<file path="src/rtl/popcount_pkg.sv">
// popcount_pkg: shared types and helpers for the popcount sequencer slice.
//   state_t         - sequencer FSM state encoding
//   cnt_width()     - result/count width for an operand width w ($clog2(w+1))
//   timeout_default - default RUN-state watchdog limit (2*w+8)
package popcount_pkg;

  typedef enum logic [2:0] {
    ST_IDLE,
    ST_LOAD,
    ST_RUN,
    ST_HOLD,
    ST_RELEASE
  } state_t;

  function automatic int cnt_width(input int w);
    return $clog2(w + 1);
  endfunction

  function automatic int timeout_default(input int w);
    return 2 * w + 8;
  endfunction

  localparam int DEF_W           = 8;
  localparam int DEF_TIMEOUT_CYC = 2 * DEF_W + 8;

endpackage

</file>
<file path="src/rtl/popcount_if.sv">
// popcount_if: operand and result valid/ready streams of the popcount sequencer.
//   in_valid/in_ready/in_data       operand stream (producer -> sequencer)
//   res_valid/res_ready/res_count   result stream (sequencer -> consumer)
//   res_err                         result aborted by watchdog
// Modports: slave = sequencer side, master = producer/consumer side.
interface popcount_if
  import popcount_pkg::*;
#(
  parameter int W  = 8,
  parameter int CW = cnt_width(W)
);
  logic          in_valid;
  logic          in_ready;
  logic [W-1:0]  in_data;
  logic          res_valid;
  logic          res_ready;
  logic [CW-1:0] res_count;
  logic          res_err;

  modport slave (
    input  in_valid, in_data, res_ready,
    output in_ready, res_valid, res_count, res_err
  );

  modport master (
    output in_valid, in_data, res_ready,
    input  in_ready, res_valid, res_count, res_err
  );
endinterface

</file>
<file path="src/rtl/popcount_wdog.sv">
// popcount_wdog: clear/enable/expire cycle counter guarding the RUN state.
//   clk       in  clock
//   reset_n   in  asynchronous active-low reset
//   i_clr     in  synchronous clear (has priority over enable)
//   i_en      in  count enable
//   o_expire  out high during the LIMIT-th consecutive enabled cycle
module popcount_wdog #(
  parameter int LIMIT = 24
) (
  input  logic clk,
  input  logic reset_n,
  input  logic i_clr,
  input  logic i_en,
  output logic o_expire
);
  localparam int CNTW = $clog2(LIMIT + 1);

  logic [CNTW-1:0] r_cnt;

  // Counter starts at 0 on the first enabled cycle, so LIMIT-1 marks the LIMIT-th.
  assign o_expire = i_en && (r_cnt == CNTW'(LIMIT - 1));

  always_ff @(posedge clk or negedge reset_n) begin
    if (!reset_n) begin
      r_cnt <= '0;
    end else if (i_clr) begin
      r_cnt <= '0;
    end else if (i_en && !o_expire) begin
      r_cnt <= r_cnt + CNTW'(1);
    end
  end
endmodule

</file>
<file path="src/rtl/popcount_seq.sv">
// popcount_seq: upstream sequencer for the pc/po ones-counter core.
// Accepts an operand word, presents it on core_a, drives core_s, waits for
// core_pronto, captures core_b and returns it on the result stream, then
// completes the s/pronto return-to-idle handshake before the next word.
// Ports:
//   clk          in   clock (rising edge)
//   reset_n      in   asynchronous active-low reset
//   io           slave popcount_if: in_valid/in_ready/in_data, res_valid/res_ready/res_count/res_err
//   core_a       out  operand bus to core A register
//   core_s       out  core start/hold line
//   core_pronto  in   core done
//   core_b       in   core ones count, valid while core_pronto=1
// Build option: define POPCOUNT_SEQ_TIMEOUT_EN to add the RUN-state watchdog
// (parameter TIMEOUT_CYC); otherwise res_err is constant 0 and RUN waits forever.
module popcount_seq
  import popcount_pkg::*;
#(
  parameter int W  = 8,
  parameter int CW = cnt_width(W)
`ifdef POPCOUNT_SEQ_TIMEOUT_EN
  , parameter int TIMEOUT_CYC = timeout_default(W)
`endif
) (
  input  logic          clk,
  input  logic          reset_n,
  popcount_if.slave     io,
  output logic [W-1:0]  core_a,
  output logic          core_s,
  input  logic          core_pronto,
  input  logic [CW-1:0] core_b
);

  state_t        r_state;
  logic [W-1:0]  r_op;
  logic          r_in_ready;
  logic          r_core_s;
  logic          r_res_valid;
  logic [CW-1:0] r_res_count;
  logic          w_accept;
  logic          w_res_take;

  assign w_accept   = io.in_valid & r_in_ready;
  assign w_res_take = r_res_valid & io.res_ready;

  assign core_a       = r_op;
  assign core_s       = r_core_s;
  assign io.in_ready  = r_in_ready;
  assign io.res_valid = r_res_valid;
  assign io.res_count = r_res_count;

`ifdef POPCOUNT_SEQ_TIMEOUT_EN
  logic r_res_err;
  logic w_expire;

  assign io.res_err = r_res_err;

  popcount_wdog #(
    .LIMIT (TIMEOUT_CYC)
  ) u_wdog (
    .clk      (clk),
    .reset_n  (reset_n),
    .i_clr    (r_state != ST_RUN),
    .i_en     (r_state == ST_RUN),
    .o_expire (w_expire)
  );
`else
  assign io.res_err = 1'b0;
`endif

  // Outputs are updated on the transition into each state, so every output
  // register already holds its new-state value during the state's first cycle.
  always_ff @(posedge clk or negedge reset_n) begin
    if (!reset_n) begin
      r_state     <= ST_IDLE;
      r_op        <= '0;
      r_in_ready  <= 1'b0;
      r_core_s    <= 1'b0;
      r_res_valid <= 1'b0;
      r_res_count <= '0;
`ifdef POPCOUNT_SEQ_TIMEOUT_EN
      r_res_err   <= 1'b0;
`endif
    end else begin
      case (r_state)
        ST_IDLE: begin
          // in_ready is low in the first cycle after reset release.
          r_in_ready <= 1'b1;
          if (w_accept) begin
            r_op       <= io.in_data;
            r_in_ready <= 1'b0;
`ifdef POPCOUNT_SEQ_TIMEOUT_EN
            r_res_err  <= 1'b0;
`endif
            r_state    <= ST_LOAD;
          end
        end

        ST_LOAD: begin
          r_core_s <= 1'b1;
          r_state  <= ST_RUN;
        end

        ST_RUN: begin
          if (core_pronto) begin
            r_res_count <= core_b;
            r_res_valid <= 1'b1;
            r_state     <= ST_HOLD;
`ifdef POPCOUNT_SEQ_TIMEOUT_EN
          end else if (w_expire) begin
            r_res_count <= '0;
            r_res_err   <= 1'b1;
            r_res_valid <= 1'b1;
            r_state     <= ST_HOLD;
`endif
          end
        end

        ST_HOLD: begin
          if (w_res_take) begin
            r_res_valid <= 1'b0;
            r_core_s    <= 1'b0;
            r_state     <= ST_RELEASE;
          end
        end

        ST_RELEASE: begin
          if (!core_pronto) begin
            r_in_ready <= 1'b1;
            r_state    <= ST_IDLE;
          end
        end

        default: begin
          r_state <= ST_IDLE;
        end
      endcase
    end
  end

endmodule

</file>
<file path="src/flat_wrapper.sv">
// flat-port wrapper written by rule: the top's interface ports become plain ports
module popcount_seq_flat import popcount_pkg::*;
#(
  parameter int W  = 8,
  parameter int CW = cnt_width(W)

)
  (clk, reset_n, core_a, core_s, core_pronto, core_b, io_in_valid, io_in_data, io_res_ready, io_in_ready, io_res_valid, io_res_count, io_res_err);
  popcount_if #(.W(W), .CW(CW)) io_i ();
  input  logic clk;
  input  logic reset_n;
  output logic [W-1:0] core_a;
  output logic core_s;
  input  logic core_pronto;
  input  logic [CW-1:0] core_b;
  input wire logic [$bits(io_i.in_valid)-1:0] io_in_valid;
  input wire logic [$bits(io_i.in_data)-1:0] io_in_data;
  input wire logic [$bits(io_i.res_ready)-1:0] io_res_ready;
  output wire logic [$bits(io_i.in_ready)-1:0] io_in_ready;
  output wire logic [$bits(io_i.res_valid)-1:0] io_res_valid;
  output wire logic [$bits(io_i.res_count)-1:0] io_res_count;
  output wire logic [$bits(io_i.res_err)-1:0] io_res_err;
  assign io_i.in_valid = io_in_valid;
  assign io_i.in_data = io_in_data;
  assign io_i.res_ready = io_res_ready;
  assign io_in_ready = io_i.in_ready;
  assign io_res_valid = io_i.res_valid;
  assign io_res_count = io_i.res_count;
  assign io_res_err = io_i.res_err;
  popcount_seq #(.W(W), .CW(CW)) u_core (.clk(clk), .reset_n(reset_n), .io(io_i), .core_a(core_a), .core_s(core_s), .core_pronto(core_pronto), .core_b(core_b));
endmodule
</file>
<file path="config.mk">
export PLATFORM = sky130hd
export DESIGN_NAME = popcount_seq_flat
export DESIGN_NICKNAME = d
export VERILOG_FILES = /design/src/rtl/popcount_pkg.sv /design/src/rtl/popcount_if.sv /design/src/rtl/popcount_wdog.sv /design/src/rtl/popcount_seq.sv /design/src/flat_wrapper.sv
export SDC_FILE = /design/constraint.sdc
export NUM_CORES = 1
export LEC_CHECK = 0
export ABC_AREA = 1
export BUFFER_PORTS_ARGS = -buffer_cell sky130_fd_sc_hd__clkbuf_2
export CORE_AREA = 3 3 51 53
export DETAILED_ROUTE_END_ITERATION = 12
export DIE_AREA = 0 0 54 56
export GPL_TIMING_DRIVEN = 0
export PLACE_DENSITY = 0.75
export SYNTH_ARGS = -nofsm -noshare
export SYNTH_HDL_FRONTEND = slang
export SYNTH_SLANG_ARGS = --single-unit
</file>
<file path="constraint.sdc">
create_clock -name clk -period 1.8 [get_ports clk]
set_clock_uncertainty 0.15 [all_clocks]
set_input_delay 0.09 -clock clk [delete_from_list [all_inputs] [get_ports clk]]
set_output_delay 0.09 -clock clk [all_outputs]
set_load 0.01 [all_outputs]
</file>
; ---- Word level (Yosys, flattened, before mapping)
; Cells that the tools add are included.
[word_totals]
reg_bits = 18
inputBits = 17
out_inout_bits = 16
[classes]
n_bitwise = 2
n_reduce_logical = 10
n_mux = 12
n_eq_ne = 8
[ops]
columns = cell, n
row1 = $pmux W3 S5, 1
row2 = $mux W3, 4
row3 = $reduce_and A2 Y1, 4
row4 = $eq A3 B2 Y1 const B, 2
row5 = $pmux W1 S2, 3
row6 = $reduce_bool A2 Y1, 3
row7 = $mux W1, 4
row8 = $ne A2 B1 Y1 const B, 2
row9 = $ne A2 B2 Y1 const B, 2
row10 = $reduce_and A4 Y1, 1
row11 = $eq A3 B1 Y1 const B, 1
row12 = $eq A3 B3 Y1 const B, 1
row13 = $logic_not A3 Y1, 1
row14 = $reduce_and A3 Y1, 1
row15 = $and A1 B1 Y1, 2

; ---- Depth between registers and ports, before layout
[logic_depth]
ltp_word = 3
mapped_depth = 7

; ---- Worst setup path before layout
; OpenSTA, ideal clock, no wires.
[synth_timing]
kind = register to register
start = register u_core.r_state[2]
end = register u_core.r_op[2] (netlist: u_core.core_a[2])
arrival_time_ps = 1075
path_stages_with_launch = 7
slack_ps = 458
synth_period_minus_slack_ps = 1342
n_path_buf = 2
t_required_ps = 1533
setup_time_ps = 117
cell_sequence = dfrtp_1 -> buf_6 -> nor3_4 -> nand3_4 -> buf_6 -> nand2_2 -> o21ai_2
[synth_between]
elab_chain_len = 2
[synth_lines]
columns = item, line
row1 = from (decl), popcount_seq.sv:33  ; state_t r_state;
row2 = from (signal assigned), popcount_seq.sv:74  ; r_state <= ST_IDLE;
row3 = from (signal assigned), popcount_seq.sv:94  ; r_state <= ST_LOAD;
row4 = from (signal assigned), popcount_seq.sv:100  ; r_state <= ST_RUN;
row5 = $logic_not A3 Y1, popcount_seq.sv:84  ; case (r_state)
row6 = $reduce_and A2 Y1 (no line), --
row7 = to (signal assigned), popcount_seq.sv:89  ; r_op <= io.in_data;
row8 = to (decl), popcount_seq.sv:34  ; logic [W-1:0] r_op;
; No other way between the ends.
; A chain may end at the register's enable or synchronous reset.

; ---- Worst setup path after layout
[layout_timing]
start = register u_core.r_state[2]
end = register u_core.r_res_count[3] (netlist: u_core.io.res_count[3])
[layout_between]
elab_chain_len = 2
[layout_lines]
columns = item, line
row1 = $eq A3 B2 Y1, popcount_seq.sv:84
row2 = $reduce_and A2 Y1 (no line), --
row3 = to (signal assigned), popcount_seq.sv:105  ; r_res_count <= core_b;
row4 = to (decl), popcount_seq.sv:38  ; logic [CW-1:0] r_res_count;
; No other way between the ends.

==> metrics.txt <==
# TYPE chip_impl_metric gauge
chip_impl_info{name="crit_path_start",value="u_core.r_state[2]$_DFFE_PN0P_"} 1
chip_impl_metric{name="finalNetCount",unit=""} 165
chip_impl_metric{name="setup_viol",unit=""} 0
chip_impl_metric{name="postLayoutCellArea",unit="um^2"} 1234
chip_impl_info{name="hp-class",value="input port to flip-flop"} 1
chip_impl_metric{name="final.period_utilization",unit="%"} 78.73
chip_impl_metric{name="finalWorstSetupSlack",unit="ps"} 382.8
chip_impl_metric{name="core.rowCount",unit=""} 17
chip_impl_metric{name="syn_area",unit="um^2"} 872.1
chip_impl_metric{name="power.density_cell_area",unit="nW/um^2"} 1441
chip_impl_metric{name="route.detailed.drc",unit=""} 0
chip_impl_metric{name="max_freq",unit="MHz"} 705.6
chip_impl_info{name="critical_path.reg2reg.startpoint",value="u_core.r_state[2]$_DFFE_PN0P_"} 1
chip_impl_metric{name="numPlacedInstances",unit=""} 157
chip_impl_metric{name="syn-mean-instance-area",unit="um^2"} 8.809
chip_impl_metric{name="synth-compound-area-share",unit="%"} 11.48
chip_impl_metric{name="cts_buffers",unit=""} 3
chip_impl_info{name="routed.top_layer",value="met4"} 1
chip_impl_metric{name="synthXorXnorAreaFrac",unit="%"} 0
chip_impl_metric{name="synthCells",unit=""} 99
chip_impl_metric{name="finalCriticalPeriod",unit="ps"} 1417
chip_impl_metric{name="fin_setup_tns",unit="ps"} 0
chip_impl_info{name="synth_top_family_by_area",value="simple AND/OR/NAND/NOR gates"} 1
chip_impl_metric{name="maxCapViolCount",unit=""} 0
chip_impl_metric{name="cts_repair_resize_count",unit=""} 0
chip_impl_metric{name="path_clk_slew",unit="ps"} 110
chip_impl_metric{name="route.detailed.vias_per_inst",unit=""} 4.486
chip_impl_metric{name="fraction_of_layout_instances_using_a_drive_strength_above_1",unit="%"} 33.33
chip_impl_metric{name="top_level_ports",unit=""} 33
chip_impl_metric{name="whs",unit="ps"} 13.37
chip_impl_info{name="termination_of_the_worst_setup_path",value="u_core.io.res_count[3]$_DFFE_PN0P_"} 1
chip_impl_metric{name="crit_arrival",unit="ps"} 1460
chip_impl_metric{name="grt_first_pass_wirelength",unit="um"} 3222
chip_impl_metric{name="dpl.hpwl",unit="um"} 1374
chip_impl_metric{name="globalplace.congestion",unit=""} 0.8511
chip_impl_metric{name="route.met3.wl",unit="um"} 114
chip_impl_metric{name="netlist-cell-type-count",unit=""} 17
chip_impl_metric{name="n_antenna_cell",unit=""} 0
chip_impl_metric{name="area.growth.synth_to_final",unit="%"} 41.46
chip_impl_metric{name="ffs_latches_synth",unit=""} 18
chip_impl_metric{name="antenna_left",unit=""} 0
chip_impl_metric{name="core_area",unit="um^2"} 2191
chip_impl_metric{name="power_report.internal_total",unit="mW"} 1.049
chip_impl_metric{name="yosysSeqAreaShare",unit="%"} 51.65
chip_impl_metric{name="post_synth_and_or_nand_nor_area_fraction",unit="%"} 25.68
chip_impl_info{name="unrepaired_setup_endpoints_after_global_routing",value="no"} 1
chip_impl_metric{name="worst-r2r-setup-slack",unit="ps"} 380
chip_impl_metric{name="drv_slew",unit=""} 0
chip_impl_info{name="startpoint_type",value="flip-flop"} 1
chip_impl_metric{name="io_buffers",unit=""} 30
chip_impl_metric{name="adder_and_majority_cell_fraction_of_the_synthesized_area",unit="%"} 0
chip_impl_metric{name="worst_ir_drop_vdd",unit="V"} 0.0007279
chip_impl_metric{name="power_switching",unit="uW"} 728.0
chip_impl_metric{name="timing.reg2reg.worst_path_depth",unit=""} 7
chip_impl_metric{name="start_util",unit="%"} 39.81
chip_impl_metric{name="number_of_iterations_in_the_first_detailed_routing_pass",unit=""} 4
chip_impl_info{name="critical_path_class",value="flip-flop to flip-flop"} 1
chip_impl_metric{name="postRouteWirelength",unit="um"} 1814
chip_impl_metric{name="avgRoutedWirePerCell",unit="um"} 10.37
chip_impl_metric{name="postPlaceCellArea",unit="um^2"} 1057
chip_impl_metric{name="worstPathRequired",unit="ps"} 1850
chip_impl_metric{name="grt_util_all_layers",unit="%"} 14.19
chip_impl_metric{name="critPathMaxFanout",unit=""} 8
chip_impl_metric{name="layoutNonFillerInstCount",unit=""} 175
chip_impl_metric{name="gr-total-overflow",unit=""} 0
chip_impl_metric{name="leakage",unit="nW"} 0.6833
chip_impl_metric{name="p_comb_share",unit="%"} 44.8
chip_impl_metric{name="number_of_clock_sinks",unit=""} 18
chip_impl_info{name="r2r-end",value="u_core.io.res_count[3]$_DFFE_PN0P_"} 1
chip_impl_metric{name="first_iter_violations",unit=""} 11
chip_impl_metric{name="vias",unit=""} 785
chip_impl_metric{name="finalHoldViolations",unit=""} 0
chip_impl_metric{name="place_ws",unit="ps"} 379.2
chip_impl_metric{name="vias_in_the_first_global_route",unit=""} 805
chip_impl_metric{name="layout.core_utilization",unit="%"} 56.31
chip_impl_metric{name="grt_antenna_before_repair",unit=""} 0
chip_impl_metric{name="worstSkewPairLatency",unit="ps"} 290
chip_impl_metric{name="die_w",unit="um"} 54
chip_impl_metric{name="post_cts_hold_fix_bufs",unit=""} 14
chip_impl_metric{name="seqPwrFrac",unit="%"} 41.0
chip_impl_info{name="status",value="complete, no violations"} 1
chip_impl_metric{name="cts_setup_buffers",unit=""} 0
chip_impl_info{name="cts_tree",value="built"} 1
chip_impl_metric{name="cts.htree.levels",unit=""} 1
chip_impl_info{name="worst_setup_path_end_kind",value="flip-flop"} 1
chip_impl_metric{name="wl_met1",unit="um"} 727
chip_impl_metric{name="synthesis.yosys.warnings",unit=""} 0
chip_impl_metric{name="die_h",unit="um"} 56
chip_impl_metric{name="floorplan.die_area",unit="um^2"} 3024
chip_impl_metric{name="proportion_of_synthesized_area_in_mux_cells",unit="%"} 0
chip_impl_metric{name="switching_power_share_of_the_total",unit="%"} 40.96
chip_impl_info{name="cts_root_buf",value="sky130_fd_sc_hd__clkbuf_4"} 1
chip_impl_metric{name="grt_start_max_net_pins",unit=""} 19
chip_impl_metric{name="clk_path_buf_depth",unit=""} 2
chip_impl_metric{name="design_power",unit="mW"} 1.777
chip_impl_metric{name="clock_share_of_power",unit="%"} 14.2
chip_impl_metric{name="syn-num-nets",unit=""} 116
chip_impl_metric{name="met2_length",unit="um"} 962
-- cell usage in the layout, fill, tap and decap left out --
cell type,count
sky130_fd_sc_hd__nand2_1,25
sky130_fd_sc_hd__nand2_2,2
sky130_fd_sc_hd__clkbuf_2,30
sky130_fd_sc_hd__nor2_1,7
sky130_fd_sc_hd__conb_1,1
sky130_fd_sc_hd__o21ai_2,8
sky130_fd_sc_hd__o21ai_0,3
sky130_fd_sc_hd__clkbuf_1,1
sky130_fd_sc_hd__nand3b_1,1
sky130_fd_sc_hd__dlygate4sd3_1,14
sky130_fd_sc_hd__dfrtp_1,18
sky130_fd_sc_hd__o31ai_1,1
sky130_fd_sc_hd__nand3_1,10
sky130_fd_sc_hd__nand3_4,1
sky130_fd_sc_hd__o211ai_1,1
sky130_fd_sc_hd__inv_1,16
sky130_fd_sc_hd__buf_4,1
sky130_fd_sc_hd__nor3_4,1
sky130_fd_sc_hd__clkbuf_4,3
sky130_fd_sc_hd__clkbuf_8,1
sky130_fd_sc_hd__buf_6,2
-- flip-flops by register name, indices dropped and copies added (netlist names) --
name	flops
u_core.core_a	8
u_core.core_s	1
u_core.io.res_count	4
u_core.r_state	3
u_core.io.res_valid	1
u_core.io.in_ready	1
-- cell type report --
class,instances,area [um^2]
buffer,4,33.78
multi-input combinational,61,327.8
timing repair buffer,44,290.3
inverter,16,60.06
sequential,18,450.4
clock buffer,4,36.28
tap,28,35.03
fill,210,957.2
-- cell usage after synthesis (all sizes together) --
master / n / area, um^2
buf: 3 / 30.03
clkbuf: 1 / 3.750
conb: 1 / 3.750
dfrtp: 18 / 450.4
inv: 16 / 60.06
nand2: 27 / 106.4
nand3: 11 / 67.57
nand3b: 1 / 7.510
nor2: 7 / 26.28
nor3: 1 / 16.27
o211ai: 1 / 7.510
o21ai: 11 / 85.08
o31ai: 1 / 7.510
-- how the worst min path moves through the flow --
stage	from	end	slack [ps]	cells past startpoint
after CTS	io_in_valid	u_core.core_a[5]$_DFFE_PN0P_	10	4
after detailed placement	reset_n	u_core.core_s$_DFFE_PN0P_	-90	1
after global placement	reset_n	u_core.core_s$_DFFE_PN0P_	-100	1
after floorplan	reset_n	u_core.core_a[0]$_DFFE_PN0P_	-360	0
final	core_pronto	u_core.io.res_count[2]$_DFFE_PN0P_	10	3
after global routing	core_pronto	u_core.io.res_count[0]$_DFFE_PN0P_	30	3
-- power groups by stage --
stage	Sequential (mW)	Clock [mW]	Combinational [mW]
2_1_floorplan	0.797	0	0.450
3_3_place_gp	0.729	0	0.758
3_5_place_dp	0.742	0	0.782
4_1_cts	0.734	0.261	0.813
5_1_grt	0.756	0.276	0.918
6_report	0.729	0.252	0.796
-- kinds of logic after synthesis --
kind of cell,Yosys count
simple gates,47
buf+inv,20
flops,18
compound gates,13
other cells,1
-- critical path, cell delays in order, from the launching register on --
cell	delay (ps)
sky130_fd_sc_hd__dfrtp_1	390
sky130_fd_sc_hd__buf_6	140
sky130_fd_sc_hd__inv_1	90
sky130_fd_sc_hd__nand3_1	110
sky130_fd_sc_hd__inv_1	150
sky130_fd_sc_hd__nand2_1	150
sky130_fd_sc_hd__nand2_1	100
sky130_fd_sc_hd__nand2_1	50
-- per-layer routing --
layer / vias up / track usage (%)
met5: - / 0
met4: 0 / 5.694
met3: 2 / 4.290
met2: 29 / 24.39
met1: 349 / 15.63
li1: 405 / -
Power figures use the tool's default switching activity.
